===== src/rtl/egress_queue_ctrl_if.sv =====
// Signal bundle for one egress queue sequencer: crossbar write side, queue RAM
// port and the valid/ack drain toward the interface.
interface egress_queue_ctrl_if #(
    parameter int PACKET_CNT     = 1024,
    parameter int META_WIDTH     = 32,
    parameter int DROP_CNT_WIDTH = 16
);
    localparam int AW = (PACKET_CNT > 1) ? $clog2(PACKET_CNT) : 1;

    logic [META_WIDTH-1:0]     in_data;
    logic                      in_en;
    logic                      almost_full;
    logic                      full;
    logic                      empty;
    logic [DROP_CNT_WIDTH-1:0] drop_cnt;
    logic [AW-1:0]             mem_wa;
    logic [META_WIDTH-1:0]     mem_d;
    logic                      mem_write;
    logic [AW-1:0]             mem_ra;
    logic [META_WIDTH-1:0]     mem_q;
    logic [META_WIDTH-1:0]     out_data;
    logic                      out_valid;
    logic                      out_ack;

    // The slave side is the queue controller; the master side is its environment.
    modport slave (
        input  in_data, in_en, mem_q, out_ack,
        output almost_full, full, empty, drop_cnt,
        output mem_wa, mem_d, mem_write, mem_ra, out_data, out_valid
    );

    modport master (
        output in_data, in_en, mem_q, out_ack,
        input  almost_full, full, empty, drop_cnt,
        input  mem_wa, mem_d, mem_write, mem_ra, out_data, out_valid
    );
endinterface


===== src/rtl/egress_queue_ctrl.sv =====
// Egress metadata queue sequencer: owns the RAM pointers and occupancy, accepts
// crossbar writes, counts drops and drains entries over a valid/ack handshake.
module egress_queue_ctrl #(
    parameter int PACKET_CNT     = 1024,
    parameter int META_WIDTH     = 32,
    parameter int AFULL_MARGIN   = 4,
    parameter int DROP_CNT_WIDTH = 16
) (
    input  logic               clk,
    input  logic               reset,
    egress_queue_ctrl_if.slave bus
);
    localparam int AW = (PACKET_CNT > 1) ? $clog2(PACKET_CNT) : 1;
    localparam int CW = AW + 1;
    localparam logic [CW-1:0] FULL_LEVEL  = CW'(PACKET_CNT);
    localparam logic [CW-1:0] AFULL_LEVEL = CW'(PACKET_CNT - AFULL_MARGIN);
    localparam logic [AW-1:0] LAST_ADDR   = AW'(PACKET_CNT - 1);

    typedef enum logic [1:0] {
        S_IDLE,
        S_FETCH,
        S_PRESENT
    } state_t;

    state_t                    r_state;
    state_t                    w_nextState;
    logic [AW-1:0]             r_wrPtr;
    logic [AW-1:0]             r_rdPtr;
    logic [CW-1:0]             r_count;
    logic [DROP_CNT_WIDTH-1:0] r_dropCnt;
    logic [META_WIDTH-1:0]     r_outData;
    logic                      r_outValid;
    logic                      w_full;
    logic                      w_empty;
    logic                      w_push;
    logic                      w_drop;
    logic                      w_pop;
    logic                      w_ackTaken;

    assign w_full  = (r_count == FULL_LEVEL);
    assign w_empty = (r_count == '0);
    assign w_push  = bus.in_en && !w_full && !reset;
    assign w_drop  = bus.in_en && w_full;

    // rd_ptr is on the RAM address in IDLE/PRESENT, so mem_q is ready by FETCH.
    always_comb begin
        w_nextState = r_state;
        w_pop       = 1'b0;
        w_ackTaken  = 1'b0;
        case (r_state)
            S_IDLE: begin
                if (!w_empty) begin
                    w_nextState = S_FETCH;
                end
            end
            S_FETCH: begin
                w_pop       = 1'b1;
                w_nextState = S_PRESENT;
            end
            S_PRESENT: begin
                if (bus.out_ack) begin
                    w_ackTaken  = 1'b1;
                    w_nextState = w_empty ? S_IDLE : S_FETCH;
                end
            end
            default: begin
                w_nextState = S_IDLE;
            end
        endcase
    end

    always_ff @(posedge clk) begin
        if (reset) begin
            r_state <= S_IDLE;
        end else begin
            r_state <= w_nextState;
        end
    end

    always_ff @(posedge clk) begin
        if (reset) begin
            r_wrPtr   <= '0;
            r_rdPtr   <= '0;
            r_count   <= '0;
            r_dropCnt <= '0;
        end else begin
            if (w_push) begin
                r_wrPtr <= (r_wrPtr == LAST_ADDR) ? '0 : r_wrPtr + AW'(1);
            end
            if (w_pop) begin
                r_rdPtr <= (r_rdPtr == LAST_ADDR) ? '0 : r_rdPtr + AW'(1);
            end
            // A simultaneous accepted write and pop leave the occupancy unchanged.
            case ({w_push, w_pop})
                2'b10:   r_count <= r_count + CW'(1);
                2'b01:   r_count <= r_count - CW'(1);
                default: r_count <= r_count;
            endcase
            if (w_drop && (r_dropCnt != '1)) begin
                r_dropCnt <= r_dropCnt + DROP_CNT_WIDTH'(1);
            end
        end
    end

    always_ff @(posedge clk) begin
        if (reset) begin
            r_outData  <= '0;
            r_outValid <= 1'b0;
        end else if (w_pop) begin
            r_outData  <= bus.mem_q;
            r_outValid <= 1'b1;
        end else if (w_ackTaken) begin
            r_outValid <= 1'b0;
        end
    end

    assign bus.full        = w_full;
    assign bus.empty       = w_empty;
    assign bus.almost_full = (r_count >= AFULL_LEVEL);
    assign bus.drop_cnt    = r_dropCnt;
    assign bus.mem_wa      = r_wrPtr;
    assign bus.mem_d       = bus.in_data;
    assign bus.mem_write   = w_push;
    assign bus.mem_ra      = r_rdPtr;
    assign bus.out_data    = r_outData;
    assign bus.out_valid   = r_outValid;
endmodule


===== src/flat_wrapper.sv =====
// flat-port wrapper written by rule: the top's interface ports become plain ports
module egress_queue_ctrl_flat 
#(
    parameter int PACKET_CNT     = 1024,
    parameter int META_WIDTH     = 32,
    parameter int AFULL_MARGIN   = 4,
    parameter int DROP_CNT_WIDTH = 16
)
  (clk, reset, bus_in_data, bus_in_en, bus_mem_q, bus_out_ack, bus_almost_full, bus_full, bus_empty, bus_drop_cnt, bus_mem_wa, bus_mem_d, bus_mem_write, bus_mem_ra, bus_out_data, bus_out_valid);
  egress_queue_ctrl_if #(.PACKET_CNT(PACKET_CNT), .META_WIDTH(META_WIDTH), .DROP_CNT_WIDTH(DROP_CNT_WIDTH)) bus_i ();
  input  logic clk;
  input  logic reset;
  input wire logic [$bits(bus_i.in_data)-1:0] bus_in_data;
  input wire logic [$bits(bus_i.in_en)-1:0] bus_in_en;
  input wire logic [$bits(bus_i.mem_q)-1:0] bus_mem_q;
  input wire logic [$bits(bus_i.out_ack)-1:0] bus_out_ack;
  output wire logic [$bits(bus_i.almost_full)-1:0] bus_almost_full;
  output wire logic [$bits(bus_i.full)-1:0] bus_full;
  output wire logic [$bits(bus_i.empty)-1:0] bus_empty;
  output wire logic [$bits(bus_i.drop_cnt)-1:0] bus_drop_cnt;
  output wire logic [$bits(bus_i.mem_wa)-1:0] bus_mem_wa;
  output wire logic [$bits(bus_i.mem_d)-1:0] bus_mem_d;
  output wire logic [$bits(bus_i.mem_write)-1:0] bus_mem_write;
  output wire logic [$bits(bus_i.mem_ra)-1:0] bus_mem_ra;
  output wire logic [$bits(bus_i.out_data)-1:0] bus_out_data;
  output wire logic [$bits(bus_i.out_valid)-1:0] bus_out_valid;
  assign bus_i.in_data = bus_in_data;
  assign bus_i.in_en = bus_in_en;
  assign bus_i.mem_q = bus_mem_q;
  assign bus_i.out_ack = bus_out_ack;
  assign bus_almost_full = bus_i.almost_full;
  assign bus_full = bus_i.full;
  assign bus_empty = bus_i.empty;
  assign bus_drop_cnt = bus_i.drop_cnt;
  assign bus_mem_wa = bus_i.mem_wa;
  assign bus_mem_d = bus_i.mem_d;
  assign bus_mem_write = bus_i.mem_write;
  assign bus_mem_ra = bus_i.mem_ra;
  assign bus_out_data = bus_i.out_data;
  assign bus_out_valid = bus_i.out_valid;
  egress_queue_ctrl #(.PACKET_CNT(PACKET_CNT), .META_WIDTH(META_WIDTH), .AFULL_MARGIN(AFULL_MARGIN), .DROP_CNT_WIDTH(DROP_CNT_WIDTH)) u_core (.clk(clk), .reset(reset), .bus(bus_i));
endmodule

===== config.mk =====
export PLATFORM = sky130hd
export DESIGN_NAME = egress_queue_ctrl_flat
export DESIGN_NICKNAME = d
export VERILOG_FILES = /design/src/rtl/egress_queue_ctrl_if.sv /design/src/rtl/egress_queue_ctrl.sv /design/src/flat_wrapper.sv
export SDC_FILE = /design/constraint.sdc
export NUM_CORES = 1
export LEC_CHECK = 0
export BUFFER_PORTS_ARGS = -buffer_cell sky130_fd_sc_hd__buf_4
export CAP_MARGIN = 20
export CORE_MARGIN = 3
export CORE_UTILIZATION = 45
export CTS_CLUSTER_SIZE = 40
export DETAILED_ROUTE_END_ITERATION = 6
export GPL_ROUTABILITY_DRIVEN = 0
export HOLD_SLACK_MARGIN = 0.1
export PLACE_DENSITY = 0.73
export SLEW_MARGIN = 20
export SYNTH_ARGS = -nofsm -noshare
export SYNTH_HDL_FRONTEND = slang
export SYNTH_SLANG_ARGS = --single-unit

===== constraint.sdc =====
create_clock -name clk -period 5 [get_ports clk]
set_input_delay 0.5 -clock clk [delete_from_list [all_inputs] [get_ports clk]]
set_output_delay 0.5 -clock clk [all_outputs]
set_load 0.01 [all_outputs]

==> flow_summary.ini <==
[status]
status = complete, no violations

[cts]
clock_latency_ns = 0.35
cts_root_buffer = clkbuf_8
cts_tree = yes
max-clock-path-buffers = 2
clock-sinks = 82
cts_setup_buffers = 0
cts.clk_slew.worst_paths_ns = 0.09
postCtsHoldBufs = 0
htreeDepth = 3
cts_made_buffers = 9
ctsResizeCount = 0

[sta]
slew_headroom_pct = 42.74
timing.final.ws_setup_ns = 1.238
drv_slew = 0
finalCritPeriodShare_pct = 75.24
finalHoldViolations = 0
setup_viol = 0
fmax_mhz = 265.8
fin_hold_ws_ns = 0.3884
finalCriticalPeriod_ns = 3.762
rsz0062_at_grt = no
skew_ns = 0.01088
finalSetupTns_ns = 0
tightest_slew_ns = 0.8478

[synthesis]
synth_top_area_share_pct = 40.71
synth_most_common_cell = nand2_1
ys_types = 50
yosysWarnings = 0
synth_enable_flop_cells = 0
synth_top_area_cell = dfxtp_1
synthTopCellsByArea = dfxtp_1 (41%), nand2_1 (8.7%), a21oi_1 (7.1%)
async_flop_share_pct = 0
synth_seq_cells = 82
synth_area_mm2 = 0.004033
synth.avg_cell_area_um2 = 8.163
synthTopCellsByCount = nand2_1 (94), dfxtp_1 (82), a21oi_1 (57)
synth-main-ff-cell = dfxtp_1
syn_inst = 494
syn-num-nets = 576
yosysSeqAreaShare_pct = 40.71

[detailed_routing]
drt-total-wl_um = 9235
via_count = 3513
drc = 0
drt_pass1_iterations = 4
viasPerCell = 5.220
wire_per_inst_um = 13.72
drt_iter0_markers = 86
ant_nets = 0

[floorplanning]
floorplan.rows = 33
ios = 173
die_w_um = 100.7
initial_core_util_pct = 47.64
dieArea_mm2 = 0.01013
coreArea_mm2 = 0.008464
die_height_um = 100.7

[global_routing]
antenna_found_initial = 0
grt_max_degree = 81
grt_first_pass_wirelength_um = 15380
grt_pass1_vias = 3295
overflow = 0
grt_usage_pct = 18.35

[place]
dpl_cell_area_mm2 = 0.004674
portBuffers = 108
place_ws_ns = 1.225
hpwl_um = 6654

[cells_and_area]
syn_to_final_growth_pct = 21.22
design_area_mm2 = 0.004888
antenna_cells = 0
final_nets = 646
drive_gt1_share_pct = 24.82

[run]
maxCapViolations = 0

[hold_path]
min_path_cells = 3
hp-class = in2reg

[pwr]
p_total_mw = 2.010
power_density_mw_per_mm2 = 411.2
p_leak_nw = 2.046
ir_drop_v = 0.0001399

[worst_setup_path]
r2r_cells = 11
crit_path_end_kind = register
worstPathMaxFanout = 11
path_class = reg2reg
start_kind = register
required_ns = 5.27
cp.arrival_ns = 4.04
area by class of cell:
type / instances / area (um^2)
Clock inverter: 6 / 90.09
Tap cell: 105 / 131.4
Sequential cell: 82 / 1642
Timing Repair Buffer: 111 / 833.3
Multi-Input combinational cell: 347 / 2018
Fill cell: 778 / 3576
Inverter: 13 / 50.05
Clock buffer: 9 / 123.9
sequential cells by signal, indices dropped and copies added (netlist names):
| name | flops |
|---|---|
| u_core.r_count | 11 |
| u_core.bus.out_valid | 1 |
| u_core.bus.drop_cnt | 16 |
| u_core.bus.out_data | 32 |
| u_core.bus.mem_wa | 10 |
| u_core.bus.mem_ra | 10 |
| u_core.r_state | 2 |
kinds of logic (layout without fill, tap and decap cells):
family                     Yosys count  in the layout  share of synthesized area (%)
AOI/OAI and AO/OA                  103            103                          14.80
xor gates and xnor gates            26             26                          5.647
adders and majority gates           14             14                          4.530
buffers and inverters               65            139                          9.246
DFF                                 82             82                          40.71
muxes                                3              3                         0.7447
and+or+nand+nor                    201            201                          24.33
metal layers:
metal,share of wire [%],track usage (%),vias up
li1,-,-,1797
met4,1.5,7.150,0
met1,43,22.96,1609
met2,49,30.84,88
met3,6.0,3.806,19
met5,0,0,-
stage by stage:
step,utilization [%],instances
final,57.75,673
after global routing,57.75,673
after CTS,57.75,673
after detailed placement,55.23,658
after global placement,55.23,658
after floorplan,-,494
power breakdown:
group | switching [mW] | internal [mW] | total, mW
clock network | 0.246 | 0.280 | 0.526
logic | 0.371 | 0.288 | 0.659
registers | 0.0830 | 0.742 | 0.825
worst paths after layout:
path | startpoint | to | slack, ns
min | bus_mem_q[9] | u_core.bus.out_data[9] | 0.39
min reg2reg | u_core.bus.out_data[31] | u_core.bus.out_data[31] | 0.46
max | u_core.r_count[0] | u_core.r_count[10] | 1.24
max reg2reg | u_core.r_count[0] | u_core.r_count[10] | 1.24
worst max-delay path, cell delays in order, from the launching register on:
cell and delay (ns):
dfxtp_1 0.39, nor4_4 0.41, a41oi_1 0.45, nand2b_1 0.25, ha_1 0.47, ha_1 0.38
a211oi_1 0.44, o21ai_1 0.17, a31oi_1 0.18, xor2_1 0.09, or3_1 0.32, a21oi_1 0.14
cells in the final DEF, fill, tap and decap left out, types with 6 or more instances in the layout:
cell type | synthesis | layout
a21oi_1 | 57 | 57
and3_1 | 9 | 9
buf_4 | 32 | 111
clkbuf_8 | 0 | 9
dfxtp_1 | 82 | 82
ha_1 | 13 | 13
inv_1 | 10 | 10
nand2_1 | 94 | 94
nand3_1 | 11 | 11
nand4_1 | 7 | 7
nor2_1 | 45 | 45
o21ai_0 | 17 | 17
or3_1 | 6 | 6
xnor2_1 | 12 | 12
xor2_1 | 14 | 14
No activity file was read; power rests on OpenSTA's default activity.
